==> src/rtl/spi_flash_responder.sv <==
// SPI mode-0 flash-style responder over a small 32-bit word memory (read 0x03, write 0x02).
// Define SPI_RESP_WEL_EN to add a write-enable latch (0x06) that gates 0x02 writes.
module spi_flash_responder #(
    parameter int DEPTH_LOG2 = 4,
    parameter int SCK_SYNC   = 2
) (
    input  logic clk,
    input  logic rst,
    input  logic SCK,
    input  logic CS,
    input  logic DI,
    output logic DO,
    output logic DOE,
    output logic busy,
    output logic wrPulse,
    output logic errCmd
);
    localparam int         DEPTH    = 1 << DEPTH_LOG2;
    localparam logic [7:0] OP_READ  = 8'h03;
    localparam logic [7:0] OP_WRITE = 8'h02;
    localparam logic [7:0] OP_WREN  = 8'h06;
`ifdef SPI_RESP_WEL_EN
    localparam bit         WEL_EN   = 1'b1;
`else
    localparam bit         WEL_EN   = 1'b0;
`endif

    typedef enum logic [2:0] {IDLE, CMD, ADDR, RD_DATA, WR_DATA, IGNORE} state_t;

    state_t                      state, state_nxt;
    logic [SCK_SYNC-1:0]         sck_sync, cs_sync, di_sync;
    logic [SCK_SYNC:0]           vld_pipe;
    logic                        sck_s, cs_s, di_s, sck_d, cs_d, cs_seen_hi;
    logic                        sck_rise, sck_fall, cs_fall, cs_rise;
    logic                        cmd_done, addr_done, err_nxt, commit, wel_ok;
    logic [5:0]                  cnt;
    logic [30:0]                 shreg;
    logic [31:0]                 oshift;
    logic [7:0]                  opcode, opc;
    logic [DEPTH_LOG2-1:0]       idx, idx_inc, addr_idx;
    logic [DEPTH-1:0][31:0]      mem;

    assign sck_s = sck_sync[SCK_SYNC-1];
    assign cs_s  = cs_sync[SCK_SYNC-1];
    assign di_s  = di_sync[SCK_SYNC-1];

    // SCK edges only count while CS is low; a CS fall is only accepted once CS
    // has been seen high after reset, so a reset released mid-transfer stays idle.
    assign sck_rise = ~cs_s & sck_s & ~sck_d;
    assign sck_fall = ~cs_s & ~sck_s & sck_d;
    assign cs_fall  = cs_seen_hi & cs_d & ~cs_s;
    assign cs_rise  = cs_s & ~cs_d;

    assign opc      = {shreg[6:0], di_s};
    assign addr_idx = shreg[DEPTH_LOG2:1];
    assign idx_inc  = idx + DEPTH_LOG2'(1);
    assign commit   = (state == WR_DATA) && sck_rise && (cnt == 6'd31) && !cs_fall;
    assign busy     = (state != IDLE);

    always_ff @(posedge clk or negedge rst) begin
        if (!rst) begin
            sck_sync   <= '0;
            cs_sync    <= '1;
            di_sync    <= '0;
            sck_d      <= 1'b0;
            cs_d       <= 1'b1;
            cs_seen_hi <= 1'b0;
            vld_pipe   <= '0;
        end else begin
            sck_sync <= {sck_sync[SCK_SYNC-2:0], SCK};
            cs_sync  <= {cs_sync[SCK_SYNC-2:0], CS};
            di_sync  <= {di_sync[SCK_SYNC-2:0], DI};
            sck_d    <= sck_s;
            cs_d     <= cs_s;
            vld_pipe <= {vld_pipe[SCK_SYNC-1:0], 1'b1};
            if (vld_pipe[SCK_SYNC] && cs_s) cs_seen_hi <= 1'b1;
        end
    end

`ifdef SPI_RESP_WEL_EN
    logic wel;
    assign wel_ok = wel;

    always_ff @(posedge clk or negedge rst) begin
        if (!rst)                                 wel <= 1'b0;
        else if (cs_rise && opcode == OP_WRITE)   wel <= 1'b0;
        else if (cmd_done && opc == OP_WREN)      wel <= 1'b1;
    end
`else
    assign wel_ok = 1'b1;
`endif

    always_ff @(posedge clk or negedge rst) begin
        if (!rst) state <= IDLE;
        else      state <= state_nxt;
    end

    // CS fall outranks everything, so a coincident SCK edge is never counted.
    always_comb begin
        state_nxt = state;
        cmd_done  = 1'b0;
        addr_done = 1'b0;
        err_nxt   = 1'b0;
        if (cs_fall) begin
            state_nxt = CMD;
        end else if (cs_rise) begin
            state_nxt = IDLE;
        end else begin
            case (state)
                CMD: if (sck_rise && cnt == 6'd7) begin
                    cmd_done = 1'b1;
                    if (opc == OP_READ || (opc == OP_WRITE && wel_ok)) begin
                        state_nxt = ADDR;
                    end else begin
                        state_nxt = IGNORE;
                        err_nxt   = !(WEL_EN && opc == OP_WREN);
                    end
                end
                ADDR: if (sck_rise && cnt == 6'd23) begin
                    addr_done = 1'b1;
                    state_nxt = (opcode == OP_READ) ? RD_DATA : WR_DATA;
                end
                default: ;
            endcase
        end
    end

    always_ff @(posedge clk or negedge rst) begin
        if (!rst) begin
            cnt     <= '0;
            shreg   <= '0;
            oshift  <= '0;
            opcode  <= '0;
            idx     <= '0;
            mem     <= '0;
            DO      <= 1'b0;
            DOE     <= 1'b0;
            wrPulse <= 1'b0;
            errCmd  <= 1'b0;
        end else begin
            wrPulse <= commit;
            errCmd  <= err_nxt;

            if (cs_fall || state_nxt != state)
                cnt <= '0;
            else if ((state == RD_DATA && sck_fall) || (state == WR_DATA && sck_rise))
                cnt <= (cnt == 6'd31) ? 6'd0 : cnt + 6'd1;
            else if ((state == CMD || state == ADDR) && sck_rise)
                cnt <= cnt + 6'd1;

            if (sck_rise && !cs_fall) shreg <= {shreg[29:0], di_s};

            if (cs_fall)       opcode <= '0;
            else if (cmd_done) opcode <= opc;

            if (addr_done) begin
                idx <= addr_idx;
            end else if (commit) begin
                mem[idx] <= {shreg, di_s};
                idx      <= idx_inc;
            end else if (state == RD_DATA && state_nxt == RD_DATA && sck_fall && cnt == 6'd31) begin
                idx <= idx_inc;
            end

            // Read words stream back to back: the fall that shifts out bit 0
            // also preloads the next word, so its bit 31 follows on the next fall.
            if (state_nxt != RD_DATA) begin
                DOE <= 1'b0;
                DO  <= 1'b0;
            end else if (state != RD_DATA) begin
                DOE    <= 1'b1;
                oshift <= mem[addr_idx];
            end else if (sck_fall) begin
                DO     <= oshift[31];
                oshift <= (cnt == 6'd31) ? mem[idx_inc] : {oshift[30:0], 1'b0};
            end
        end
    end
endmodule

==> config.mk <==
export PLATFORM = sky130hd
export DESIGN_NAME = spi_flash_responder
export DESIGN_NICKNAME = d
export VERILOG_FILES = /design/src/rtl/spi_flash_responder.sv
export SDC_FILE = /design/constraint.sdc
export NUM_CORES = 1
export LEC_CHECK = 0
export BUFFER_PORTS_ARGS = -buffer_cell sky130_fd_sc_hd__buf_2
export CORE_MARGIN = 1
export CORE_UTILIZATION = 52
export CTS_CLUSTER_SIZE = 20
export DETAILED_ROUTE_END_ITERATION = 12
export PLACE_DENSITY_LB_ADDON = 0.2
export REMOVE_ABC_BUFFERS = 1
export SETUP_SLACK_MARGIN = 0.4
export SLEW_MARGIN = 0
export SYNTH_ARGS = -nofsm -noshare
export SYNTH_HDL_FRONTEND = slang
export SYNTH_SLANG_ARGS = --single-unit
==> constraint.sdc <==
create_clock -name clk -period 3.1 [get_ports clk]
set_input_delay 0.62 -clock clk [delete_from_list [all_inputs] [get_ports clk]]
set_output_delay 0.62 -clock clk [all_outputs]
set_load 0.01 [all_outputs]
After elaboration in Yosys (flattened, before gate mapping)
Index checks and enable logic that the tools add are counted.
- add/subtract/negate cells: 2
- order comparisons: 4
- eq/ne operators: 15
- multiplexer cells: 44
- bitwise logic cells: 13
- reduce and logical (&&, ||, !) cells: 28
- operator list (operator ; count):
    bitwise mux 512 bit ; 1
    binary-select mux 32 bit (select 4 bit) ; 2
    2-to-1 mux 32 bit ; 6
    demux 32 bit (select 4 bit) ; 1
    equality test 8 x 2 -> 1 bit, second input constant ; 3
    2-to-1 mux 6 bit ; 4
    2-to-1 mux 1 bit ; 18
    2-to-1 mux 3 bit ; 6
    2-to-1 mux 8 bit ; 2
    less-than comparator 4 x 5 -> 1 bit, second input constant ; 3
    logical AND 1 bit ; 13
    equality test 6 x 5 -> 1 bit, second input constant ; 2
    2-to-1 mux 4 bit ; 3
    equality test 3 x 2 -> 1 bit, second input constant ; 3
    nonzero test 3 bit ; 3
    nonzero test 2 bit ; 4
    AND 1 bit ; 7
    adder 6 x 1 -> 6 bit, second input constant ; 1
    equality test 6 x 3 -> 1 bit, second input constant ; 1
    inequality test 3 x 2 -> 1 bit, second input constant ; 2
    NOT 1 bit ; 6
    one-hot mux 3 bit (2 select lines) ; 1
    AND reduction 2 bit ; 3
    adder 4 x 1 -> 4 bit, second input constant ; 1
    7 further kinds ; 10
- register bits after elaboration: 612
- bits of input ports: 5
- output and inout port bits: 5
- logic and storage cells: 139

Depth between registers and ports, before layout
- depth in word-level cells: 15
- gate-level depth with buffers: 12
- mapped depth without buffers: 8

Least setup slack after synthesis
Ideal clock, no wire load.
- path type: register to register
- start: register idx[0]
- end: register oshift[25]
- library setup time: 125 ps
- arrival: 3157 ps
- path slack: -182 ps
- cell stages (with the launch flop): 13
- buffers on the path: 5
- cell sequence: dfrtp_1 clkbuf_1 buf_2 buf_4 inv_1 ha_1 clkbuf_1 clkbuf_1 mux4_2 mux2i_1 o221ai_1 mux2_2 mux2_2
- word-level cells in the longest chain between the ends: 6
- RTL lines (item ; line ; source):
    start: declaration ; 40 ; logic [DEPTH_LOG2-1:0] idx, idx_inc, addr_idx;
    start signal: assignment ; 157 ; idx <= addr_idx;
    start signal: assignment ; 160 ; idx <= idx_inc;
    start signal: assignment ; 162 ; idx <= idx_inc;
    adder 4 x 1 -> 4 bit ; 56 ; assign idx_inc = idx + DEPTH_LOG2'(1);
    binary-select mux 32 bit (select 4 bit) ; 175 ; oshift <= (cnt == 6'd31) ? mem[idx_inc] : {oshift[30:0], 1'b0};
    2-to-1 mux 32 bit (implied by the code) ; 175 ;
    2-to-1 mux 32 bit ; 175 ;
    2-to-1 mux 32 bit ; 173 ; end else if (sck_fall) begin
    2-to-1 mux 32 bit ; 170 ; end else if (state != RD_DATA) begin
    end signal: assignment ; 172 ; oshift <= mem[addr_idx];
    end signal: assignment ; 175 ;
    end: declaration ; 38 ; logic [31:0] oshift;
Every way passes these cells. The select of a mux whose other input is x is not followed.
A chain may end at the register's enable or synchronous reset.

Final worst setup path
- start: register shreg[1]
- end: register oshift[25]
- word-level cells in the longest chain between the ends: 10
- elaborated cells on any way between the ends: 14
- those cells by class: 3 x eq/ne; 8 x mux; 1 x bitwise; 2 x reduce/logical
- RTL lines (item ; line ; source):
    start: declaration ; 37 ; logic [30:0] shreg;
    start signal: assignment ; 151 ; if (sck_rise && !cs_fall) shreg <= {shreg[29:0], di_s};
    equality test 8 x 2 -> 1 bit ; 112 ; if (opc == OP_READ || (opc == OP_WRITE && wel_ok)) begin
    logical OR 1 bit ; 112 ;
    2-to-1 mux 3 bit ; 112 ;
    2-to-1 mux 3 bit ; 110 ; CMD: if (sck_rise && cnt == 6'd7) begin
    one-hot mux 3 bit (2 select lines) ; 109 ; case (state)
    2-to-1 mux 3 bit ; 106 ; end else if (cs_rise) begin
    2-to-1 mux 3 bit ; 104 ; if (cs_fall) begin
    inequality test 3 x 2 -> 1 bit ; 167 ; if (state_nxt != RD_DATA) begin
    NOT 1 bit (no line) ; -- ;
    AND reduction 2 bit (no line) ; -- ;
Several ways; a longest one is shown, not always the timed one. The select of a mux whose other input is x is not followed.

==> run_results.csv <==
group,metric,value,unit
sta,slew_headroom,33.67,%
routing,drc,0,
clocking,cts_buffer_depth,3,
sta,rsz0062_at_grt,"yes",
sta,setup_ws,0.4639,ns
critical_path,crit_chain,"nor3_1, nand2_1, o211a_1, o22a_2, o211ai_4, buf_12, mux2_2",
critical_path,crit_buf_inv,1,
logic_synthesis,synth-adder-area-share,0.1969,%
sta,slew_violations,0,
grt,grt_pass1_wl,126.9,mm
cells_and_area,post-route-util,58.90,%
logic_synthesis,synth-seq-cells,612,
routing,drt_iter0_markers,1697,
min_path,worstHoldPathType,"primary input to flip-flop",
placement,dp_hpwl,44.56,mm
cells_and_area,final_cell_mix,"603 x dfrtp_1, 537 x mux2_2, 288 x mux4_2",
cells_and_area,antennaDiodeCount,0,
placement,routabilityCongestion,0.7989,
critical_path,setup.worst_path.start_class,"flip-flop",
logic_synthesis,synth_edf_count,0,
sta,fmax,379.3,MHz
logic_synthesis,synthSimpleGateAreaFrac,3.701,%
logic_synthesis,async_reset_ff_share,100.0,%
sta,worst_slew_pin_slew,0.9950,ns
placement,dpl_worst_slack,0.4201,ns
cells_and_area,layout.nets,2042,
sta,hold_viol_final,0,
clocking,cts_tree,"built",
critical_path,critical-path-top-delay-family,"compound AO/OA/AOI/OAI gates",
logic_synthesis,yosysSeqAreaShare,48.21,%
routing,avgViaCountPerCell,6.632,
grt,grt_overflow,0,
routing,dr.pass1.iters,8,
cells_and_area,fillers,4617,
power_and_ir_drop,total_power,18.37,mW
status,status,"complete, no violations",
logic_synthesis,synth-compound-area-share,1.858,%
grt,grt_use_total,27.22,%
sta,min_period,2.636,ns
routing,routedWlPerCell,28.94,µm
routing,vias,18980,
logic_synthesis,ys.warnings.count,0,
clocking,cts_root_buf,"clkbuf_16",
sta,hold_ws,0.1196,ns
cells_and_area,regArea,15340,µm²
die,fp-row-count,90,
die,die_width,249.2,µm
logic_synthesis,synth_cell_types,60,
die,die_area,62100,µm²
critical_path,crit_slowest_cell,"dfrtp_4",
cells_and_area,multi_input_area,15680,µm²
critical_path,crit_type,"flip-flop to flip-flop",
clocking,clk_latency,0.61,ns
power_and_ir_drop,p_seq_share,44.4,%
cells_and_area,final_common_cell,"dfrtp_1",
routing,drt-total-wl,82.82,mm
sta,setup_violations,0,
sta,skew,0.02214,ns
cells_and_area,drive_above_1_share,51.78,%
logic_synthesis,synth_top_family_by_area,"multiplexers",
die,dieHeight,249.2,µm
sta,fin_crit_sh,85.04,%
die,boundaryPins,10,
die,core_area,60360,µm²
clocking,numCtsBuffers,69,
power_and_ir_drop,p_int,13.71,mW
clocking,htreeDepth,3,
logic_synthesis,netlist_instances,2047,
grt,grt_pass1_vias,19773,
cells_and_area,syn2layout_area_growth,11.87,%
clocking,clk_pin_slew,0.06,ns
placement,numPortBuffers,9,
logic_synthesis,postSynthAreaPerCell,15.52,µm²
critical_path,cpPeakStageDelay,0.67,ns
logic_synthesis,synth_ff_type,"dfrtp_1",
grt,grt_max_degree,102,
critical_path,critPathMaxFanout,17,
logic_synthesis,synthesis.area,31780,µm²
die,initial_core_util,52.65,%
power_and_ir_drop,p_sw_share,25.35,%
power_and_ir_drop,power.leakage,16.66,nW
power_and_ir_drop,switching_power,4.657,mW
routing,antenna_left,0,
critical_path,reg2reg_slack,0.46,ns
power_and_ir_drop,peakVddDrop,0.3451,mV
grt,grt_antenna_before_repair,0,
power_and_ir_drop,share_comb_of_total_power,11.7,%
flow_run,maxCapViolCount,0,
critical_path,cp.arrival,3.12,ns
sta,tns,0,ns
power_and_ir_drop,power_density,516.7,nW/µm²
clocking,cts.sink_count,612,
logic_synthesis,synthXorXnorAreaFrac,0.1102,%
critical_path,cp-end-kind,"flip-flop",
logic_synthesis,synthMuxAreaShare,43.15,%
critical_path,worstPathRequired,3.59,ns
power_and_ir_drop,p_clk_share,43.9,%
-- final timing paths --
check | start | to | depth (start not counted)
min | DI | di_sync[0]$_DFF_PN0_ | 1
max reg2reg | shreg[1]$_DFFE_PN0P_ | oshift[25]$_DFFE_PN0P_ | 7
max | shreg[1]$_DFFE_PN0P_ | oshift[25]$_DFFE_PN0P_ | 7
min reg2reg | sck_sync[0]$_DFF_PN0_ | sck_sync[1]$_DFF_PN0_ | 0
min in group asynchronous | rst | mem[141]$_DFFE_PN0P_ | 2
max in group asynchronous | rst | cs_sync[1]$_DFF_PN1_ | 4
-- metrics by stage --
step / instance area [µm²] / cells
after CTS: 35290 / 2845
after global placement: 33070 / 2724
after global routing: 35550 / 2862
after floorplan: 30920 / 1854
after detailed placement: 33070 / 2724
final: 35550 / 2862
-- per-layer routing --
metal	vias up	part of all wire [%]	global-route usage [%]
met2	614	49	43.67
met5	-	0	0
met3	153	6.1	4.462
li1	7867	-	-
met1	10346	42	38.25
met4	0	2.7	8.607
-- sequential cells by signal, indices dropped and copies added (netlist names), 2 cells and up --
register and cells:
opcode 8, cnt 6, idx 4, state 3, oshift 32, sck_sync 2
di_sync 2, vld_pipe 3, shreg 31, mem 512, cs_sync 2
-- area by class of cell --
class	instances	area share (%)
Multi-Input combinational cell	1236	44.11
Sequential cell	612	43.14
Clock buffer	105	5.871
Timing Repair Buffer	107	3.717
Tap cell	782	2.752
Clock inverter	14	0.3449
Inverter	6	0.06336
-- power groups by stage --
| stage | Sequential [mW] | Combinational, mW | Clock (mW) |
|---|---|---|---|
| floorplan | 8.72 | 0.706 | 0 |
| global placement | 8.34 | 2.08 | 0 |
| detailed placement | 8.34 | 2.09 | 0 |
| CTS | 8.20 | 2.09 | 8.20 |
| global route | 8.16 | 2.30 | 8.54 |
| finish | 8.16 | 2.15 | 8.06 |
-- cells in the mapped netlist, types with 7 or more instances --
cell type | number | share of area, %
nor2_1 | 14 | 0.17
nor2b_1 | 9 | 0.18
buf_1 | 14 | 0.17
mux2_2 | 537 | 19
a21oi_1 | 7 | 0.11
nor3_1 | 7 | 0.11
nand2_1 | 119 | 1.4
mux4_2 | 288 | 20
nand3_1 | 9 | 0.14
nand3_4 | 10 | 0.55
o221ai_1 | 32 | 0.88
mux2i_1 | 66 | 2.1
buf_2 | 60 | 0.94
mux2_1 | 46 | 1.6
buf_4 | 11 | 0.26
o21ai_0 | 7 | 0.11
dfrtp_1 | 609 | 48
a22o_1 | 8 | 0.22
clkbuf_1 | 106 | 1.3
-- repair_timing --
item                       4_1_cts  5_1_grt
hold endpoints to repair        45        0
setup endpoints to repair        1       69
pin swaps                        1        1
hold buffers                     1        0
resized for setup                0       10
setup buffers                    1       14
gates cloned                     0        3
-- worst reg2reg max path: stages, from the launching register on --
cell and delay, ns:
dfrtp_4 0.67, nor3_1 0.30, nand2_1 0.16, o211a_1 0.28
o22a_2 0.29, o211ai_4 0.19, buf_12 0.25, mux2_2 0.38
-- kinds of logic after synthesis --
| family | count (synthesis) |
|---|---|
| compound gates | 73 |
| mux | 937 |
| simple gates | 216 |
| buf+inv | 199 |
| xor+xnor | 4 |
| other cells | 1 |
| flops | 612 |
| fa+ha+maj | 5 |
No activity file was read; power rests on OpenSTA's default activity.
